<file path="config.mk">
export PLATFORM = sky130hd
export DESIGN_NAME = s_axi_regfile
export DESIGN_NICKNAME = d
export VERILOG_FILES = /design/src/rtl/s_axi_regfile.sv
export SDC_FILE = /design/constraint.sdc
export NUM_CORES = 1
export LEC_CHECK = 0
export ABC_AREA = 1
export CAP_MARGIN = 40
export CORE_AREA = 2 2 266 268
export CTS_BUF_LIST = sky130_fd_sc_hd__clkbuf_4
export CTS_CLUSTER_DIAMETER = 100
export DETAILED_ROUTE_END_ITERATION = 6
export DIE_AREA = 0 0 268 270
export DONT_BUFFER_PORTS = 1
export PLACE_DENSITY_LB_ADDON = 0.12
export SETUP_SLACK_MARGIN = 0.3
export SLEW_MARGIN = 20
export SYNTH_ARGS = -nofsm -noshare
export SYNTH_HDL_FRONTEND = slang
export SYNTH_SLANG_ARGS = --single-unit
</file>
<file path="constraint.sdc">
create_clock -name clk -period 2.39 [get_ports clk]
set_clock_uncertainty 0.1 [all_clocks]
set_input_delay 0.3585 -clock clk [delete_from_list [all_inputs] [get_ports clk]]
set_output_delay 0.3585 -clock clk [all_outputs]
set_load 0.02 [all_outputs]
</file>
<file path="src/rtl/s_axi_regfile.sv">
// AXI slave register file: REG_COUNT registers of DATA_WIDTH bits, single-beat
// accesses, independent AW/W acceptance, SLVERR for out-of-range or read-only
// writes, and a per-register hardware load port that competes with bus writes.
module s_axi_regfile #(
  parameter int                   DATA_WIDTH = 32,
  parameter int                   ADDR_WIDTH = 32,
  parameter int                   ID_WIDTH   = 4,
  parameter int                   REG_COUNT  = 8,
  parameter logic [REG_COUNT-1:0] RO_MASK    = '0
) (
  input  logic                    clk,
  input  logic                    areset,
  // register view towards core logic
  output logic [DATA_WIDTH-1:0]   regs_o [REG_COUNT],
  input  logic [REG_COUNT-1:0]    hw_we_i,
  input  logic [DATA_WIDTH-1:0]   hw_wdata_i [REG_COUNT],
  // write address channel
  input  logic [ID_WIDTH-1:0]     awid_i,
  input  logic [ADDR_WIDTH-1:0]   awaddr_i,
  input  logic                    awvalid_i,
  output logic                    awready_o,
  // write data channel
  input  logic [DATA_WIDTH-1:0]   wdata_i,
  input  logic [DATA_WIDTH/8-1:0] wstrb_i,
  input  logic                    wlast_i,
  input  logic                    wvalid_i,
  output logic                    wready_o,
  // write response channel
  output logic [ID_WIDTH-1:0]     bid_o,
  output logic [1:0]              bresp_o,
  output logic                    bvalid_o,
  input  logic                    bready_i,
  // read address channel
  input  logic [ID_WIDTH-1:0]     arid_i,
  input  logic [ADDR_WIDTH-1:0]   araddr_i,
  input  logic                    arvalid_i,
  output logic                    arready_o,
  // read data channel
  output logic [ID_WIDTH-1:0]     rid_o,
  output logic [DATA_WIDTH-1:0]   rdata_o,
  output logic [1:0]              rresp_o,
  output logic                    rlast_o,
  output logic                    rvalid_o,
  input  logic                    rready_i
);

  localparam int         STRB_WIDTH  = DATA_WIDTH / 8;
  localparam int         ADDR_LSB    = $clog2(STRB_WIDTH);
  localparam logic [1:0] RESP_OKAY   = 2'b00;
  localparam logic [1:0] RESP_SLVERR = 2'b10;

  logic [DATA_WIDTH-1:0] regs_q [REG_COUNT];
  logic [DATA_WIDTH-1:0] regs_d [REG_COUNT];

  // one-entry holding registers for the AW and W channels
  logic                  aw_held, w_held;
  logic [ADDR_WIDTH-1:0] aw_addr_q;
  logic [ID_WIDTH-1:0]   aw_id_q;
  logic [DATA_WIDTH-1:0] w_data_q;
  logic [STRB_WIDTH-1:0] w_strb_q;

  logic aw_hs, w_hs, b_hs, ar_hs, r_hs, commit;
  logic aw_held_d, w_held_d, bvalid_d;

  logic [ADDR_WIDTH-1:0] wr_index, rd_index;
  logic [REG_COUNT-1:0]  wr_sel, rd_sel;
  logic                  wr_ok, rd_in_range;
  logic [DATA_WIDTH-1:0] rd_value;

  // Single-beat only: wlast carries no information here.
  logic unused_wlast;
  assign unused_wlast = wlast_i;

  assign aw_hs  = awvalid_i && awready_o;
  assign w_hs   = wvalid_i && wready_o;
  assign b_hs   = bvalid_o && bready_i;
  assign ar_hs  = arvalid_i && arready_o;
  assign r_hs   = rvalid_o && rready_i;
  assign commit = aw_held && w_held;

  // Word index uses every upper address bit, so aliases above REG_COUNT miss.
  assign wr_index = aw_addr_q >> ADDR_LSB;
  assign rd_index = araddr_i >> ADDR_LSB;

  // One-hot register select for the held write address and the live read address.
  always_comb begin
    for (int i = 0; i < REG_COUNT; i++) begin
      wr_sel[i] = (wr_index == ADDR_WIDTH'(i));
      rd_sel[i] = (rd_index == ADDR_WIDTH'(i));
    end
  end

  // A write lands only on an in-range, bus-writable register.
  assign wr_ok       = |(wr_sel & ~RO_MASK);
  assign rd_in_range = |rd_sel;

  // Read mux; an out-of-range index selects nothing and yields zero.
  // NOTE: every always_comb output gets a default before any conditional
  // assignment, otherwise a path that skips it infers a latch.
  always_comb begin
    rd_value = '0;
    for (int i = 0; i < REG_COUNT; i++) begin
      if (rd_sel[i]) rd_value = rd_value | regs_q[i];
    end
  end

  // Next register values: hardware load first, then strobed bus bytes on top.
  always_comb begin
    for (int i = 0; i < REG_COUNT; i++) begin
      regs_d[i] = hw_we_i[i] ? hw_wdata_i[i] : regs_q[i];
      if (commit && wr_sel[i] && !RO_MASK[i]) begin
        for (int b = 0; b < STRB_WIDTH; b++) begin
          if (w_strb_q[b]) regs_d[i][b*8 +: 8] = w_data_q[b*8 +: 8];
        end
      end
    end
  end

  // Next-state of the write holding flags and the response valid.
  always_comb begin
    aw_held_d = commit ? 1'b0 : (aw_held || aw_hs);
    w_held_d  = commit ? 1'b0 : (w_held || w_hs);
    bvalid_d  = commit || (bvalid_o && !bready_i);
  end

  // Register storage.
  // NOTE: these are individual flops, not a RAM macro, so resetting the whole
  // array is cheap and gives core logic a defined value from the first cycle.
  always_ff @(posedge clk or negedge areset) begin
    if (!areset) begin
      for (int i = 0; i < REG_COUNT; i++) regs_q[i] <= '0;
    end else begin
      for (int i = 0; i < REG_COUNT; i++) regs_q[i] <= regs_d[i];
    end
  end

  assign regs_o = regs_q;

  // Write path: capture AW/W independently, commit when both are held,
  // and hold the response until the master accepts it.
  // NOTE: sequential state uses non-blocking assignments so every flop samples
  // pre-edge values regardless of statement order.
  always_ff @(posedge clk or negedge areset) begin
    if (!areset) begin
      aw_held   <= 1'b0;
      w_held    <= 1'b0;
      aw_addr_q <= '0;
      aw_id_q   <= '0;
      w_data_q  <= '0;
      w_strb_q  <= '0;
      awready_o <= 1'b1;
      wready_o  <= 1'b1;
      bvalid_o  <= 1'b0;
      bid_o     <= '0;
      bresp_o   <= RESP_OKAY;
    end else begin
      aw_held   <= aw_held_d;
      w_held    <= w_held_d;
      bvalid_o  <= bvalid_d;
      awready_o <= !aw_held_d && !bvalid_d;
      wready_o  <= !w_held_d && !bvalid_d;
      if (aw_hs) begin
        aw_addr_q <= awaddr_i;
        aw_id_q   <= awid_i;
      end
      if (w_hs) begin
        w_data_q <= wdata_i;
        w_strb_q <= wstrb_i;
      end
      if (commit) begin
        bid_o   <= aw_id_q;
        bresp_o <= wr_ok ? RESP_OKAY : RESP_SLVERR;
      end else if (b_hs) begin
        bid_o   <= '0;
        bresp_o <= RESP_OKAY;
      end
    end
  end

  // Read path: capture the pre-edge register value on AR, hold until R accepted.
  always_ff @(posedge clk or negedge areset) begin
    if (!areset) begin
      arready_o <= 1'b1;
      rvalid_o  <= 1'b0;
      rlast_o   <= 1'b0;
      rid_o     <= '0;
      rdata_o   <= '0;
      rresp_o   <= RESP_OKAY;
    end else if (ar_hs) begin
      arready_o <= 1'b0;
      rvalid_o  <= 1'b1;
      rlast_o   <= 1'b1;
      rid_o     <= arid_i;
      rdata_o   <= rd_value;
      rresp_o   <= rd_in_range ? RESP_OKAY : RESP_SLVERR;
    end else if (r_hs) begin
      arready_o <= 1'b1;
      rvalid_o  <= 1'b0;
      rlast_o   <= 1'b0;
    end
  end

endmodule

</file>
==> metrics.txt, run 1 <==
status aborted with a tool error; last step reached 4_1_cts; Log Error [ERROR RSZ-0060] Max buffer count reached.; hpwl dp 70.3 mm; synthesized area 19,000 sq um; height of the die 270 um; Post-CTS Hold Buffers 645; total CTS buffers 111; cell row count 97; CTS Buffer Depth 3; post-synthesis sequential area ratio 0.495; pre-CTS setup slack -0.0916 ns; GPL Wtd Cong 0.908; Die W 268 um; Syn Area/Cell 8.96 sq um; Initial Utilization 0.273; CTS resizes 14; root buf cell clkbuf_4; Primary FF master, synth dfrtp_1; Seq cells post-synth 375; setup bufs post-CTS 17; port bufs 0; Yosys cell types 33; Syn Inst Count 2,119; Num Clock Sinks 375; H-tree levels 3; I/O pins 686; Synth Warn # 0; async set-or-reset flop fraction in the synthesized netlist 1.00; EDFF count, synth 0
[Yosys cell counts, drive strengths merged (4+ instances only)]
cell,instances,area (sq um)
mux2i,212,2120
clkinv,6,22.5
a22o,4,35.0
nand2,443,1670
inv,120,450
nor2,205,995
or2,20,125
nor3,28,145
o21ai,41,205
buf,73,524
clkbuf,59,221
a21oi,59,295
dfrtp,372,9310
nand3,214,1160
o22ai,256,1600
[kinds of logic after synthesis]
| group | synth area share |
|---|---|
| flip-flops | 0.495 |
| multiplexers | 0.112 |
| other | 0.000198 |
| AO/OA/AOI/OAI | 0.113 |
| AND/OR/NAND/NOR | 0.217 |
| buffers and inverters | 0.0642 |
[per-stage QoR]
stage	std cells	hold slack (ns)	cell area (sq um)
3_5_place_dp	3013	-0.0176	20300
3_3_place_gp	3013	-0.0189	20300
2_1_floorplan	2120	-0.0371	19000
==> run 2: changes to the inputs <==
==> config.mk (replaced) <==
export PLATFORM = sky130hd
export DESIGN_NAME = s_axi_regfile
export DESIGN_NICKNAME = d
export VERILOG_FILES = /design/src/rtl/s_axi_regfile.sv
export SDC_FILE = /design/constraint.sdc
export NUM_CORES = 1
export LEC_CHECK = 0
export ABC_AREA = 1
export CAP_MARGIN = 40
export CORE_MARGIN = 2
export CORE_UTILIZATION = 20
export DETAILED_ROUTE_END_ITERATION = 6
export DONT_BUFFER_PORTS = 1
export PLACE_DENSITY_LB_ADDON = 0.15
export SLEW_MARGIN = 20
export SYNTH_ARGS = -nofsm -noshare
export SYNTH_HDL_FRONTEND = slang
export SYNTH_SLANG_ARGS = --single-unit
==> metrics.txt, run 2 <==
GRT Total Usage 0.210; Setup CP Type reg -> reg; vias in the first global route 20,232; total CTS buffers 49 (-56%); Net count, final 3,104; failing checks negative hold slack; crit path max fanout 25; root buf cell clkbuf_16; core area 93,700 sq um; share of layout cells above drive strength 1 0.0884; Clock Power Share 0.325; worst path required time 2.76 ns; Slew headroom 0.312; H-tree levels 2 (-1); metal1 wirelength 47.0 mm; Primary FF master, synth dfrtp_1; WP buf/inv 3; final setup margin 0.172 ns; R2R Path End regs_o[74]; post-synthesis sequential area ratio 0.495 (unchanged); Reg2Reg Setup Slack 0.17 ns; RSZ-0062 raised after global routing no; drt wl/cell 26.3 um; post-DR vias/cell 4.81; TNS Setup 0 ns; Routed met2 length 48.0 mm; metal3 WL 8.12 mm; status complete, but fails checks; worst vdd ir 563 uV; R2R cell count 10; number of flip-flops in the largest register 256; DR top layer met5; Reg clk slew, reported paths 0.06 ns; net load switching power 8.81 mW; cell row count 112 (+15%); most frequent cells in the layout 594 x dlygate4sd3_1, 441 x nand2_1, 372 x dfrtp_1; EDFF count, synth 0 (unchanged); clock period minus worst slack 2.22 ns; count leader, synth nand2_1; Pre-Repair DR Iteration Count 5; total global routing overflow 0; fin util 0.302; post-route insts no fill 4,018; die area 97,400 sq um; hpwl dp 78.2 mm (+11%); Hold Crit Class in -> async; fin. max-slew vios 0; sw frac 0.379; CTS tree yes; initial antenna violation count 7; final instance area 28,300 sq um; Crit path top cell by count buf_12; Vias 19,325; Placed Cells 3,333 (+11%); max_cap viols 0; Hold Violations, Final 375; Initial Utilization 0.202 (-0.0705); Peak Freq 0.451 GHz; Die W 312 um (+16%); CTS Buffer Depth 3 (unchanged); sequential share of power 0.440; r2r startpoint aw_addr_q[27]; Clock Latency Late Sink 0.63 ns; Worst-Margin Slew 1.03 ns; startpoint types flop; CTS resizes 0 (-14); synthesized area 19,000 sq um (unchanged); Yosys cell types 33 (unchanged); CP endpoint kind flop; Pwr Density 820 nW/um^2; first-pass GRT wire length 149 mm; height of the die 312 um (+16%); GPL Wtd Cong 0.909 (+0.20%); Routed WL 106 mm; Syn Inst Count 2,119 (unchanged); Num Clock Sinks 375 (unchanged); DP Area 20,800 sq um (+2.4%); Syn Area/Cell 8.96 sq um (unchanged); I/O pins 686 (unchanged); Post-CTS Hold Buffers 594 (-7.9%); largest net degree at the start of global routing 376; antenna viol nets, final 0; Power Internal 14.4 mW; top cell type's share of synthesized area 0.490 (unchanged); commonest non-fill, non-tap cell in the layout dlygate4sd3_1; Seq cells post-synth 375 (unchanged); async set-or-reset flop fraction in the synthesized netlist 1.00 (unchanged); Detailed Route Iter0 Violations 1,446; Area contributors post-synth dfrtp_1 49%, mux2i_1 11%, nand2_1 8.7%; Area Overhead vs Synth 49.2%; pre-CTS setup slack -0.160 ns (-0.0683 ns); worst-path cell chain nor2_1 > nand2_1 > nor3_2 > nand3_2 > inv_2 > buf_12 > nand3_4 > buf_12 > nor2_4 > o22ai_1; worst hold slack -0.654 ns; synth cell count leaders 441 x nand2_1, 372 x dfrtp_1, 256 x o22ai_1, 212 x mux2i_1, 206 x nand3_1; leading area contributor after synthesis dfrtp_1; residual DRC count 0; Arr. time, crit path 2.59 ns; Synth Warn # 0 (unchanged); overall power 23.2 mW; setup bufs post-CTS 0 (-17); port bufs 0 (unchanged); Gate power share 0.235; CP delay by family, top simple AND/OR/NAND/NOR gates; Final setup viols 0; slowest library cell on the worst path dfrtp_1; fin crit share 0.928; leakage 12.4 nW; CP max stage delay 0.38 ns
-- run 2: cell counts after synthesis --
Identical to the previous run, type by type.
-- run 2: area by class of cell --
cell class	instances	area [sq um]
multi-input combinational	1487	8440
clock inverter	15	165
inverter	126	473
sequential	375	9390
fill	9986	65400
clock buffer	73	1440
tap	1254	1570
antenna	3	7.51
timing repair buffer	685	6840
-- run 2: cells by family after synthesis --
| kind of cell | synth area share |
|---|---|
| other | 0.000198 |
| AND/OR/NAND/NOR | 0.217 |
| buffers and inverters | 0.0642 |
| AO/OA/AOI/OAI | 0.113 |
| multiplexers | 0.112 |
| flip-flops | 0.495 |
-- run 2: power by group through the flow --
stage / Combinational (mW) / Clock, mW / Sequential [mW]
2_1_floorplan: 2.98 / 0 / 9.61
3_3_place_gp: 4.17 / 0 / 10.3
3_5_place_dp: 4.22 / 0 / 10.3
4_1_cts: 5.40 / 7.76 / 10.2
5_1_grt: 6.01 / 7.99 / 10.4
6_report: 5.46 / 7.56 / 10.2
-- run 2: worst max path at each step --
stage                   from     endpoint  slack [ns]  cells after the start
2_1_floorplan  aw_addr_q[27]  regs_o[128]        0.71                      8
3_3_place_gp    araddr_i[30]  rdata_o[15]       -0.19                     12
3_5_place_dp    araddr_i[30]  rdata_o[15]       -0.16                     12
4_1_cts        aw_addr_q[13]  regs_o[147]        0.11                      9
5_1_grt         aw_addr_q[7]  regs_o[101]        0.01                      8
6_report       aw_addr_q[27]   regs_o[74]        0.17                     10
-- run 2: worst reg2reg max path, stage by stage, from the launching register on --
cell and delay (ns):
dfrtp_1 0.38, nor2_1 0.12, nand2_1 0.09, nor3_2 0.13, nand3_2 0.13, inv_2 0.20
buf_12 0.16, nand3_4 0.07, buf_12 0.18, nor2_4 0.39, o22ai_1 0.12
-- run 2: layer usage --
layer,up-vias,global-route usage
met2,878,0.334
met4,2,0.0585
met1,9763,0.281
met3,145,0.0533
met5,-,0
li1,8537,-
(Power assumes the default switching activity.)
